==> src/rtl/apb_master_arb.sv <==
// Round-robin arbiter that shares one APB4 master port between NREQ requesters.
// Optional ACCESS-phase timeout abort is enabled by defining APB_MASTER_ARB_TIMEOUT_EN.
module apb_master_arb #(
  parameter int NREQ           = 2,
  parameter int TIMEOUT_CYCLES = 16
) (
  input  logic                 pclk,
  input  logic                 preset,
  input  logic [NREQ-1:0]      req_valid,
  output logic [NREQ-1:0]      req_ready,
  input  logic [NREQ-1:0]      req_write,
  input  logic [NREQ*16-1:0]   req_addr,
  input  logic [NREQ*32-1:0]   req_wdata,
  input  logic [NREQ*4-1:0]    req_strb,
  input  logic [NREQ*3-1:0]    req_prot,
  output logic [NREQ-1:0]      rsp_valid,
  output logic [31:0]          rsp_rdata,
  output logic                 rsp_err,
  output logic                 psel,
  output logic                 penable,
  output logic                 pwrite,
  output logic [15:0]          paddr,
  output logic [2:0]           pprot,
  output logic [31:0]          pwdata,
  output logic [3:0]           pwstrb,
  input  logic                 pready,
  input  logic [31:0]          prdata,
  input  logic                 pslverr,
  output logic                 pwakeup
);

  localparam int IW = (NREQ > 1) ? $clog2(NREQ) : 1;

  typedef enum logic [1:0] {
    ST_IDLE   = 2'd0,
    ST_SETUP  = 2'd1,
    ST_ACCESS = 2'd2
  } state_e;

  state_e          state_q,      state_d;
  logic [IW-1:0]   last_grant_q, last_grant_d;
  logic [IW-1:0]   owner_q,      owner_d;
  logic            psel_q,       psel_d;
  logic            penable_q,    penable_d;
  logic            pwrite_q,     pwrite_d;
  logic [15:0]     paddr_q,      paddr_d;
  logic [2:0]      pprot_q,      pprot_d;
  logic [31:0]     pwdata_q,     pwdata_d;
  logic [3:0]      pwstrb_q,     pwstrb_d;
  logic [NREQ-1:0] rsp_valid_q,  rsp_valid_d;
  logic [31:0]     rsp_rdata_q,  rsp_rdata_d;
  logic            rsp_err_q,    rsp_err_d;
  logic            pwakeup_q,    pwakeup_d;
`ifdef APB_MASTER_ARB_TIMEOUT_EN
  logic [7:0]      wait_cnt_q,   wait_cnt_d;
`endif

  logic [IW-1:0]   winner_s;
  logic            found_s;
  logic [NREQ-1:0] req_ready_s;

  // Requester index 'off' positions after the one just past base, wrapping at NREQ.
  function automatic logic [IW-1:0] rr_idx(input logic [IW-1:0] base, input int off);
    int t;
    t = int'(base) + 1 + off;
    if (t >= NREQ) begin
      t = t - NREQ;
    end else begin
      t = t;
    end
    return IW'(t);
  endfunction

  // Circular search for the first valid requester after the last grant.
  always_comb begin
    winner_s = '0;
    found_s  = 1'b0;
    for (int i = 0; i < NREQ; i++) begin
      if (!found_s && req_valid[rr_idx(last_grant_q, i)]) begin
        winner_s = rr_idx(last_grant_q, i);
        found_s  = 1'b1;
      end else begin
        winner_s = winner_s;
      end
    end
  end

  // Combinational accept strobe; only offered in IDLE and never during reset.
  always_comb begin
    req_ready_s = '0;
    if ((state_q == ST_IDLE) && found_s && !preset) begin
      req_ready_s[winner_s] = 1'b1;
    end else begin
      req_ready_s = '0;
    end
  end

  // Next-state and next-output computation for the transfer sequencer.
  always_comb begin
    state_d      = state_q;
    last_grant_d = last_grant_q;
    owner_d      = owner_q;
    psel_d       = psel_q;
    penable_d    = penable_q;
    pwrite_d     = pwrite_q;
    paddr_d      = paddr_q;
    pprot_d      = pprot_q;
    pwdata_d     = pwdata_q;
    pwstrb_d     = pwstrb_q;
    rsp_valid_d  = '0;
    rsp_rdata_d  = rsp_rdata_q;
    rsp_err_d    = rsp_err_q;
    pwakeup_d    = (|req_valid) || (state_q != ST_IDLE);
`ifdef APB_MASTER_ARB_TIMEOUT_EN
    wait_cnt_d   = wait_cnt_q;
`endif
    case (state_q)
      ST_IDLE: begin
        if (found_s) begin
          state_d      = ST_SETUP;
          last_grant_d = winner_s;
          owner_d      = winner_s;
          psel_d       = 1'b1;
          penable_d    = 1'b0;
          pwrite_d     = req_write[winner_s];
          paddr_d      = req_addr[winner_s*16 +: 16];
          pprot_d      = req_prot[winner_s*3 +: 3];
          // Reads never expose stale write data or strobes on the bus.
          pwdata_d     = req_write[winner_s] ? req_wdata[winner_s*32 +: 32] : 32'h0000_0000;
          pwstrb_d     = req_write[winner_s] ? req_strb[winner_s*4 +: 4] : 4'h0;
        end else begin
          psel_d       = 1'b0;
          penable_d    = 1'b0;
        end
      end
      ST_SETUP: begin
        state_d   = ST_ACCESS;
        penable_d = 1'b1;
`ifdef APB_MASTER_ARB_TIMEOUT_EN
        wait_cnt_d = 8'd0;
`endif
      end
      ST_ACCESS: begin
        if (pready) begin
          state_d              = ST_IDLE;
          psel_d               = 1'b0;
          penable_d            = 1'b0;
          rsp_valid_d[owner_q] = 1'b1;
          rsp_rdata_d          = pwrite_q ? 32'h0000_0000 : prdata;
          rsp_err_d            = pslverr;
        end else begin
`ifdef APB_MASTER_ARB_TIMEOUT_EN
          // Abort on the edge where the wait count would reach TIMEOUT_CYCLES.
          if (wait_cnt_q == 8'(TIMEOUT_CYCLES - 1)) begin
            state_d              = ST_IDLE;
            psel_d               = 1'b0;
            penable_d            = 1'b0;
            rsp_valid_d[owner_q] = 1'b1;
            rsp_rdata_d          = 32'h0000_0000;
            rsp_err_d            = 1'b1;
          end else begin
            wait_cnt_d           = wait_cnt_q + 8'd1;
          end
`else
          state_d = ST_ACCESS;
`endif
        end
      end
      default: begin
        state_d   = ST_IDLE;
        psel_d    = 1'b0;
        penable_d = 1'b0;
      end
    endcase
  end

  // State and registered outputs with synchronous reset.
  always_ff @(posedge pclk) begin
    if (preset) begin
      state_q      <= ST_IDLE;
      last_grant_q <= IW'(NREQ - 1);
      owner_q      <= '0;
      psel_q       <= 1'b0;
      penable_q    <= 1'b0;
      pwrite_q     <= 1'b0;
      paddr_q      <= 16'h0000;
      pprot_q      <= 3'b000;
      pwdata_q     <= 32'h0000_0000;
      pwstrb_q     <= 4'h0;
      rsp_valid_q  <= '0;
      rsp_rdata_q  <= 32'h0000_0000;
      rsp_err_q    <= 1'b0;
      pwakeup_q    <= 1'b0;
`ifdef APB_MASTER_ARB_TIMEOUT_EN
      wait_cnt_q   <= 8'd0;
`endif
    end else begin
      state_q      <= state_d;
      last_grant_q <= last_grant_d;
      owner_q      <= owner_d;
      psel_q       <= psel_d;
      penable_q    <= penable_d;
      pwrite_q     <= pwrite_d;
      paddr_q      <= paddr_d;
      pprot_q      <= pprot_d;
      pwdata_q     <= pwdata_d;
      pwstrb_q     <= pwstrb_d;
      rsp_valid_q  <= rsp_valid_d;
      rsp_rdata_q  <= rsp_rdata_d;
      rsp_err_q    <= rsp_err_d;
      pwakeup_q    <= pwakeup_d;
`ifdef APB_MASTER_ARB_TIMEOUT_EN
      wait_cnt_q   <= wait_cnt_d;
`endif
    end
  end

  assign req_ready = req_ready_s;
  assign rsp_valid = rsp_valid_q;
  assign rsp_rdata = rsp_rdata_q;
  assign rsp_err   = rsp_err_q;
  assign psel      = psel_q;
  assign penable   = penable_q;
  assign pwrite    = pwrite_q;
  assign paddr     = paddr_q;
  assign pprot     = pprot_q;
  assign pwdata    = pwdata_q;
  assign pwstrb    = pwstrb_q;
  assign pwakeup   = pwakeup_q;

endmodule

==> config.mk <==
export PLATFORM = sky130hd
export DESIGN_NAME = apb_master_arb
export DESIGN_NICKNAME = d
export VERILOG_FILES = /design/src/rtl/apb_master_arb.sv
export SDC_FILE = /design/constraint.sdc
export NUM_CORES = 1
export LEC_CHECK = 0
export ABC_AREA = 1
export CORE_MARGIN = 3
export CORE_UTILIZATION = 34
export DETAILED_ROUTE_END_ITERATION = 6
export GPL_ROUTABILITY_DRIVEN = 0
export PLACE_DENSITY = 0.76
export SYNTH_ARGS = -nofsm -noshare
export SYNTH_HDL_FRONTEND = slang
export SYNTH_SLANG_ARGS = --single-unit
==> constraint.sdc <==
create_clock -name pclk -period 1.2 [get_ports pclk]
set_clock_uncertainty 0.15 [all_clocks]
set_input_delay 0.24 -clock pclk [delete_from_list [all_inputs] [get_ports pclk]]
set_output_delay 0.24 -clock pclk [all_outputs]
set_load 0.03 [all_outputs]
==> flow_summary_export.csv, run 1 <==
group,metric,value,unit
power,p_comb_frac,0.341,
floorplan,die_y,117,µm
power,p_clk_frac,0.302,
power,power_frac_seq,0.357,
grt,grt.overflow.total,0,
timing,worst_slack,-0.417,ns
timing,hold_violations,0,
timing,worst_pin_slew,0.529,ns
route,antenna_left,0,
synthesis,syn_avg_cell_area,6.98,µm²
timing,final_max_slew_viol_count,0,
clock_tree,path_clk_slew,0.07,ns
power,swShare,0.309,
floorplan,rows,39,
placement,place_area,0.00684,mm²
route,drc,0,
timing,setup_viol,112,
critical_path,end_kind,"output port",
synthesis,synth_top_area_cell,"dfxtp_1",
critical_path,path_max_fanout,2,
status,violations,"setup timing",
power,leakage,0.00382,µW
synthesis,ys_ff_latch,98,
route,wire_per_inst,18.8,µm
floorplan,initial_core_util,0.357,
grt,antenna_found_initial,0,
layout,final_common_cell,"nand2_1",
layout,diodes,0,
route,viasPerCell,5.27,
clock_tree,cts_tree,"built",
critical_path,r2r_slack,-0.40,ns
synthesis,synth_top_area_frac,0.469,
critical_path,arrival,1.23,ns
run,max_cap_viol_count,0,
route,finalWirelength,19500,µm
clock_tree,clock_sink_count,98,
timing,slew_headroom,0.648,
synthesis,netlist_area,0.00418,mm²
route,vias,5468,
floorplan,io_pins,246,
placement,dp_hpwl,11100,µm
placement,port-buffer-count,245,
timing,period_minus_slack,1.62,ns
layout,multi_input_comb_area,0.00257,mm²
synthesis,ys_types,18,
layout,final_nets,1039,
layout,final_core_util,0.769,
synthesis,syn_inst,599,
floorplan,die-width,117,µm
synthesis,syn_nets,749,
grt,grt_pass1_wl,28800,µm
grt,grtUsageTotal,0.268,
worst_hold_path,hp-class,"in2reg",
placement,dp_slack,-0.721,ns
layout,final_area,0.00901,mm²
grt,grt_max_degree,42,
timing,rsz0062_at_grt,"yes",
power,switching_power,3170,µW
status,status,"finished with violations",
critical_path,worst_setup_path_start_kind,"register",
layout,fill_cells,769,
power,ir_worst_vdd,869,µV
clock_tree,cts_buffers,9,
route,dr.pass1.iters,5,
clock_tree,cts_buffer_depth,2,
layout,mostFrequentLayoutCells,"169 x nand2_1, 146 x clkdlybuf4s50_1, 98 x buf_6",
timing,fmax,618,MHz
clock_tree,htreeDepth,3,
layout,area_delta_synth_final,115,%
synthesis,synth.area.top_cells,"dfxtp_1 47%, nand2_1 17%, nand3_1 13%",
layout,final-seq-area,0.00208,mm²
timing,period_share,1.35,
clock_tree,clkLatencyLatePin,0.33,ns
critical_path,cp.required,0.81,ns
route,drt_iter0_markers,357,
clock_tree,hold_buffers,0,
synthesis,ys_seq_area_frac,0.469,
critical_path,crit_type,"reg2out",
power,finalPower,10300,µW
power,powerDensity,1140,mW/mm²
grt,grt_pass1_vias,5691,
floorplan,die_area,0.0137,mm²
power,p_int,7090,µW
synthesis,yosys_warnings,0,
layout,drive_gt1_frac,0.466,
clock_tree,root_buffer,"clkbuf_16",
floorplan,core_area,0.0117,mm²
## per-layer routing
layer,track usage,wire length [µm]
met1,0.292,7220
met2,0.494,10100
met3,0.0663,1330
met4,0.111,790
met5,0,0
## sequential cells by signal, summed over array words and instances, names as in the netlist
signal,cells
state_q,2
last_grant_q,1
rsp_valid,2
pprot,3
rsp_err,1
paddr,16
pwrite,1
rsp_rdata,32
owner_q,1
psel,1
pwdata,32
pwstrb,4
pwakeup,1
penable,1
## layout make-up
type / count / area share
Tap cell: 143 / 0.0199
Timing Repair Buffer: 329 / 0.422
Multi-Input combinational cell: 439 / 0.285
Inverter: 12 / 0.00583
Clock buffer: 10 / 0.0254
Clock inverter: 6 / 0.00986
Sequential cell: 98 / 0.231
## worst max-delay path: stages (launching register included)
cell and delay [ns]:
dfxtp_1 0.31, inv_2 0.07, nand2_4 0.06, a21oi_4 0.12, inv_2 0.06, nor3_4 0.12
buf_6 0.16
## kinds of logic (layout without fill, tap and decap cells)
logic type      after synthesis  count (layout)  synth area share
compound gates              114             114             0.138
buf+inv                      62             357            0.0676
simple gates                325             325             0.326
flops                        98              98             0.469
## repair_timing
item	in CTS	in global routing
setup endpoints to repair	188	192
buffers inserted	27	13
pin swaps	22	8
gates resized for setup	339	45
gates cloned	15	2
## cell usage after synthesis (all sizes together)
cell type,n
a31oi,1
clkbuf,29
nand4,1
dfxtp,98
o21ai,53
nand2,190
nor2,25
nand3,107
buf,21
nor3,1
inv,12
nand3b,1
a21oi,60
## through the flow
step	instances	setup TNS [ns]	hold slack, ns
2_1_floorplan	599	-3.32	0.226
3_3_place_gp	968	-51.16	0.285
3_5_place_dp	968	-53.66	0.288
4_1_cts	1026	-21.07	0.228
5_1_grt	1037	-30.37	0.246
6_report	1037	-21.78	0.253
## power by group through the flow
stage,clock network (µW),registers [µW],logic [µW]
2_1_floorplan,0,4010,939
3_3_place_gp,0,3650,2430
3_5_place_dp,0,3650,2470
4_1_cts,3150,3650,3310
5_1_grt,3300,3680,3700
6_report,3100,3660,3500
## final timing paths
check / from / end / cells past startpoint
worst max register to register: last_grant_q / pwstrb[2] / 10
worst min-delay path: req_valid[0] / pwakeup / 3
worst max-delay path: state_q[0] / req_ready[0] / 6
worst min register to register: owner_q / rsp_valid[0] / 1
Power figures use the tool's default switching activity.
==> inputs of run 2 (changes only) <==
--- a/config.mk
+++ b/config.mk
@@ -11,6 +11,7 @@
 export DETAILED_ROUTE_END_ITERATION = 6
 export GPL_ROUTABILITY_DRIVEN = 0
 export PLACE_DENSITY = 0.76
+export SETUP_SLACK_MARGIN = 0.02
 export SYNTH_ARGS = -nofsm -noshare
 export SYNTH_HDL_FRONTEND = slang
 export SYNTH_SLANG_ARGS = --single-unit
==> flow_summary_export.csv, run 2 (synthesis results as in run 1) <==
group,metric,value,unit
critical_path,endpoint,"req_ready[0]",
grt,antenna_found_initial,1,
floorplan,io_pins,246,
grt,grt_pass1_vias,5246,
route,vias,5392,
placement,dp_hpwl,10800,µm
status,violations,"setup timing",
layout,final_area,0.00902,mm²
placement,place_inst,963,
floorplan,core_area,0.0117,mm²
critical_path,path_max_fanout,2,
floorplan,die_y,117,µm
status,status,"finished with violations",
layout,area_delta_synth_final,116,%
timing,period_minus_slack,1.63,ns
grt,grt_max_degree,42,
timing,hold_violations,0,
clock_tree,root_buffer,"clkbuf_16",
floorplan,rows,39,
clock_tree,clkLatencyLatePin,0.33,ns
layout,mostFrequentLayoutCells,"181 x nand2_1, 145 x clkdlybuf4s50_1, 103 x buf_6",
grt,grt.overflow.total,0,
timing,final_max_slew_viol_count,0,
run,max_cap_viol_count,0,
power,powerDensity,1120,mW/mm²
timing,setup_viol,111,
clock_tree,htreeDepth,3,
critical_path,arrival,1.24,ns
critical_path,critPathLaunch,"state_q[1]",
route,drc,0,
critical_path,worst_setup_path_start_kind,"register",
route,antenna_left,0,
floorplan,die_area,0.0137,mm²
timing,rsz0062_at_grt,"yes",
layout,drive_gt1_frac,0.446,
critical_path,end_kind,"output port",
critical_path,cp.required,0.81,ns
timing,worst_pin_slew,0.439,ns
layout,fill_cells,746,
timing,slew_headroom,0.707,
grt,grt_pass1_wl,26600,µm
layout,final-seq-area,0.00209,mm²
timing,period_share,1.36,
floorplan,initial_core_util,0.357,
critical_path,crit_type,"reg2out",
critical_path,rr_startpoint,"last_grant_q",
route,viasPerCell,5.19,
layout,layoutNonFillerInstCount,1038,
placement,place_area,0.00675,mm²
critical_path,r2r_cells,10,
grt,grtUsageTotal,0.248,
critical_path,r2r_slack,-0.38,ns
power,ir_worst_vdd,814,µV
critical_path,rr_endpoint,"pwdata[0]",
power,leakage,0.00389,µW
critical_path,cpMaxStageDelayCell,"dfxtp_2",
placement,port-buffer-count,245,
timing,worst_slack,-0.433,ns
route,wire_per_inst,18.3,µm
route,dr.pass1.iters,6,
layout,final_nets,1039,
clock_tree,cts_tree,"built",
route,finalWirelength,19000,µm
layout,final_common_cell,"nand2_1",
clock_tree,path_clk_slew,0.07,ns
layout,multi_input_comb_area,0.00247,mm²
timing,fmax,613,MHz
floorplan,die-width,117,µm
clock_tree,clock_sink_count,98,
clock_tree,cts_buffers,9,
critical_path,crit_path_cell_trace,"inv_2 > nand2_4 > a21oi_4 > inv_2 > nor3_4 > buf_6",
worst_hold_path,hp-class,"in2reg",
critical_path,critPathMaxStageDelay,0.33,ns
clock_tree,cts_buffer_depth,2,
route,drt_iter0_markers,343,
critical_path,cpMostUsedCell,"inv_2",
==> run 2: cell count changes in the layout (fill, tap and decap cells not counted), moves of 4 or more <==
cell and change:
a21oi_2 -5, o21ai_1 -14, o21ai_2 +10, buf_4 -8, nand2_2 -11, buf_6 +5
nand3_2 -12, nand3_4 -4, a21oi_1 +5, buf_16 +8, nand2_1 +12, buf_12 -5
nand3_1 +16
==> run 2: power breakdown <==
group | internal (µW) | switching [µW]
clock network | 1690 | 1300
registers | 3500 | 155
logic | 1740 | 1680
total | 6930 | 3130
==> run 2: layout make-up <==
class | instances | area share
Antenna cell | 1 | 0.000278
Clock buffer | 11 | 0.0269
Clock inverter | 5 | 0.00666
Inverter | 12 | 0.00555
Multi-Input combinational cell | 439 | 0.274
Sequential cell | 98 | 0.231
Tap cell | 143 | 0.0198
Timing Repair Buffer | 329 | 0.435
==> run 2: stage by stage <==
step	total power, µW	hold slack, ns	utilization	setup slack [ns]	TNS [ns]
after floorplan	4950	0.226	-	-0.313	-3.31
after global placement	6010	0.285	0.576	-0.732	-52.66
after detailed placement	6050	0.300	0.576	-0.791	-57.24
after CTS	9840	0.0381	0.725	-0.451	-23.23
after global routing	10400	0.0432	0.770	-0.498	-35.21
final	10100	0.0409	0.770	-0.433	-27.17
==> run 2: worst min-delay path by stage <==
stage / start / endpoint / slack, ns / cells past startpoint
floorplan: req_addr[11] / paddr[11] / 0.23 / 2
global placement: rsp_err / rsp_err / 0.28 / 2
detailed placement: rsp_err / rsp_err / 0.30 / 2
CTS: preset / pwrite / 0.04 / 2
global route: preset / pwrite / 0.04 / 2
finish: preset / pwrite / 0.04 / 2
==> run 2: timing repair <==
item                       in CTS  in global routing
resized for setup             286                 86
pin swaps                      18                 12
setup endpoints to repair     188                193
gates cloned                   17                  4
hold buffers                    0                  0
buffers inserted               21                 19
==> run 2: worst max-delay path, delay by kind of cell (launching register included) <==
kind	cells	cell delay [ns]
DFF	1	0.33
AOI/OAI and AO/OA	1	0.13
and+or+nand+nor	2	0.16
buffers and inverters	3	0.29
==> run 2: layer usage <==
layer	GRT usage	share of wire	vias to the layer above	wire (µm)
met5	0	0	-	0
met4	0.0986	0.033	0	636
met3	0.0694	0.062	44	1180
met2	0.436	0.51	211	9780
met1	0.285	0.39	2570	7450
li1	-	-	2567	-
==> inputs of run 3 (changes only) <==
--- a/config.mk
+++ b/config.mk
@@ -5,9 +5,9 @@
 export SDC_FILE = /design/constraint.sdc
 export NUM_CORES = 1
 export LEC_CHECK = 0
-export ABC_AREA = 1
+export ABC_AREA = 0
 export CORE_MARGIN = 3
-export CORE_UTILIZATION = 34
+export CORE_UTILIZATION = 32
 export DETAILED_ROUTE_END_ITERATION = 6
 export GPL_ROUTABILITY_DRIVEN = 0
 export PLACE_DENSITY = 0.76
==> flow_summary_export.csv, run 3 <==
group,metric,value,unit
layout,final_area,0.00930,mm²
synthesis,synth_xor_area_frac,0,
synthesis,ys_seq_area_frac,0.527,
worst_hold_path,whs_path_depth,2,
timing,hold_violations,0,
synthesis,synth.area.top_cells,"dfxtp_1 53%, mux2i_1 9.7%, o2bb2ai_1 8.7%",
critical_path,cpLargestDelayFamily,"buffers and inverters",
timing,worst_pin_slew,0.288,ns
synthesis,synth_top_area_cell,"dfxtp_1",
synthesis,synth_top_family_by_area,"compound AO/OA/AOI/OAI gates",
floorplan,die-width,114,µm
timing,setup_viol,150,
critical_path,worst_setup_path_start_kind,"register",
floorplan,initial_core_util,0.336,
timing,holdWs,0.0491,ns
synthesis,synth_most_common_cell,"dfxtp_1",
timing,period_minus_slack,1.66,ns
grt,antenna_found_initial,0,
clock_tree,clkLatencyLatePin,0.34,ns
synthesis,netlist_area,0.00372,mm²
timing,rsz0062_at_grt,"yes",
synthesis,synth_compound_gate_area_share,0.228,
clock_tree,htreeDepth,3,
power,leakage,0.00383,µW
critical_path,r2r_slack,-0.46,ns
critical_path,end_kind,"register",
timing,period_share,1.38,
synthesis,syn_nets,493,
critical_path,cp.required,1.28,ns
route,drt_iter0_markers,229,
placement,place_area,0.00641,mm²
critical_path,crit_buf_inv,3,
synthesis,ys_async_sr_fraction,0,
route,finalWirelength,17800,µm
critical_path,path_max_fanout,7,
clock_tree,hold_buffers,0,
clock_tree,path_clk_slew,0.07,ns
synthesis,yosys_warnings,0,
critical_path,crit_cells,6,
route,antenna_left,0,
critical_path,arrival,1.73,ns
layout,layoutNonFillerInstCount,839,
floorplan,die_area,0.0130,mm²
layout,mostFrequentLayoutCells,"146 x clkdlybuf4s50_1, 110 x buf_6, 83 x dfxtp_2",
clock_tree,cts_tree,"built",
timing,worst_slack,-0.457,ns
critical_path,crit_type,"reg2reg",
timing,final_max_slew_viol_count,0,
grt,grt_pass1_wl,23600,µm
clock_tree,root_buffer,"clkbuf_16",
placement,place_inst,730,
synthesis,synth_edf_count,0,
layout,final_nets,844,
floorplan,core_area,0.0111,mm²
grt,grt_pass1_vias,4477,
synthesis,synthMuxAreaShare,0.0969,
placement,dp_slack,-0.760,ns
status,violations,"setup timing",
critical_path,critPathMaxStageDelay,0.36,ns
floorplan,io_pins,246,
synthesis,synth-main-ff-cell,"dfxtp_1",
clock_tree,cts_buffers,9,
synthesis,syn_avg_cell_area,10.8,µm²
critical_path,r2r_cells,6,
placement,port-buffer-count,245,
grt,grtUsageTotal,0.231,
worst_hold_path,hp-class,"in2reg",
run,max_cap_viol_count,0,
power,powerDensity,1080,mW/mm²
floorplan,rows,38,
synthesis,synthAdderAreaFrac,0,
layout,drive_gt1_frac,0.644,
layout,fill_cells,555,
synthesis,synth.top_cells.by_count,"98 x dfxtp_1, 43 x nand2_1, 37 x o2bb2ai_1",
grt,grt_max_degree,33,
layout,diodes,0,
critical_path,crit_path_cell_trace,"a21boi_4 > buf_6 > buf_12 > buf_16 > mux2i_2 > o2bb2ai_2",
route,drc,0,
synthesis,synth_top_area_frac,0.527,
clock_tree,clock_sink_count,98,
power,ir_worst_vdd,898,µV
route,viasPerCell,5.18,
synthesis,syn_inst,343,
grt,grt.overflow.total,0,
synthesis,ys_types,30,
critical_path,cpMaxStageDelayCell,"dfxtp_4",
clock_tree,cts_buffer_depth,2,
layout,final_common_cell,"clkdlybuf4s50_1",
route,dr.pass1.iters,4,
timing,slew_headroom,0.802,
floorplan,die_y,114,µm
synthesis,ys_ff_latch,98,
synthesis,yosys.area_share.simple,0.101,
layout,area_delta_synth_final,150,%
placement,dp_hpwl,9210,µm
status,status,"finished with violations",
route,vias,4347,
timing,fmax,603,MHz
route,wire_per_inst,21.3,µm
run 3: changes by cell type in the layout (fill, tap and decap cells not counted), moves of 30 or more:
| cell | delta |
|---|---|
| nand3_1 | -75 |
| nand2_1 | -159 |
| buf_4 | +37 |
| a21oi_1 | -37 |
| a22o_1 | +32 |
| o21ai_2 | -30 |
run 3: repair_timing:
item | 4_1_cts | 5_1_grt
gates cloned | 11 | 7
buffers inserted | 40 | 42
gates resized for setup | 293 | 115
pin swaps | 47 | 58
setup endpoints to repair | 193 | 193
run 3: worst reg2reg max path, stage by stage (launching register included):
cell and delay (ns):
dfxtp_4 0.36, a21boi_4 0.20, buf_6 0.15, buf_12 0.14
buf_16 0.16, mux2i_2 0.28, o2bb2ai_2 0.10
run 3: worst paths after layout:
| path | from | endpoint |
|---|---|---|
| hold reg to reg | rsp_rdata[11] | rsp_rdata[11] |
| setup reg to reg | last_grant_q | pwdata[27] |
| setup / recovery | last_grant_q | pwdata[27] |
| hold / removal | preset | rsp_err |
run 3: through the flow:
stage | TNS [ns] | utilization | total power [µW]
6_report | -33.29 | 0.839 | 10000
5_1_grt | -41.01 | 0.839 | 10400
4_1_cts | -31.29 | 0.741 | 9340
3_5_place_dp | -57.26 | 0.578 | 5810
3_3_place_gp | -53.06 | 0.578 | 5770
2_1_floorplan | -12.51 | - | 4730
run 3: routing by layer:
metal	wire, µm	up-vias	track usage
met5	0	-	0
met4	567	0	0.0879
met3	1280	45	0.0721
met2	9420	218	0.420
met1	6580	2093	0.249
li1	-	1991	-
run 3: final cells by class:
type                    instances  area (µm²)  share of cell area
clock buffers                   9         225              0.0242
clock inverters                 7        57.6             0.00619
multi-input cells             217        2610               0.281
flip-flops and latches         98        2120               0.228
well taps                     140         175              0.0188
repair buffers                368        4110               0.442
run 3: cell families (layout without fill, tap and decap cells):
| family | after synthesis | in the layout |
|---|---|---|
| flip-flops | 98 | 98 |
| buffers and inverters | 28 | 384 |
| AO/OA/AOI/OAI | 99 | 99 |
| AND/OR/NAND/NOR | 82 | 82 |
| multiplexers | 36 | 36 |
run 3: where the power goes:
part	switching (µW)	internal (µW)	total, µW
clock	1400	1450	2840
combinational	1580	1910	3490
sequential	184	3490	3680
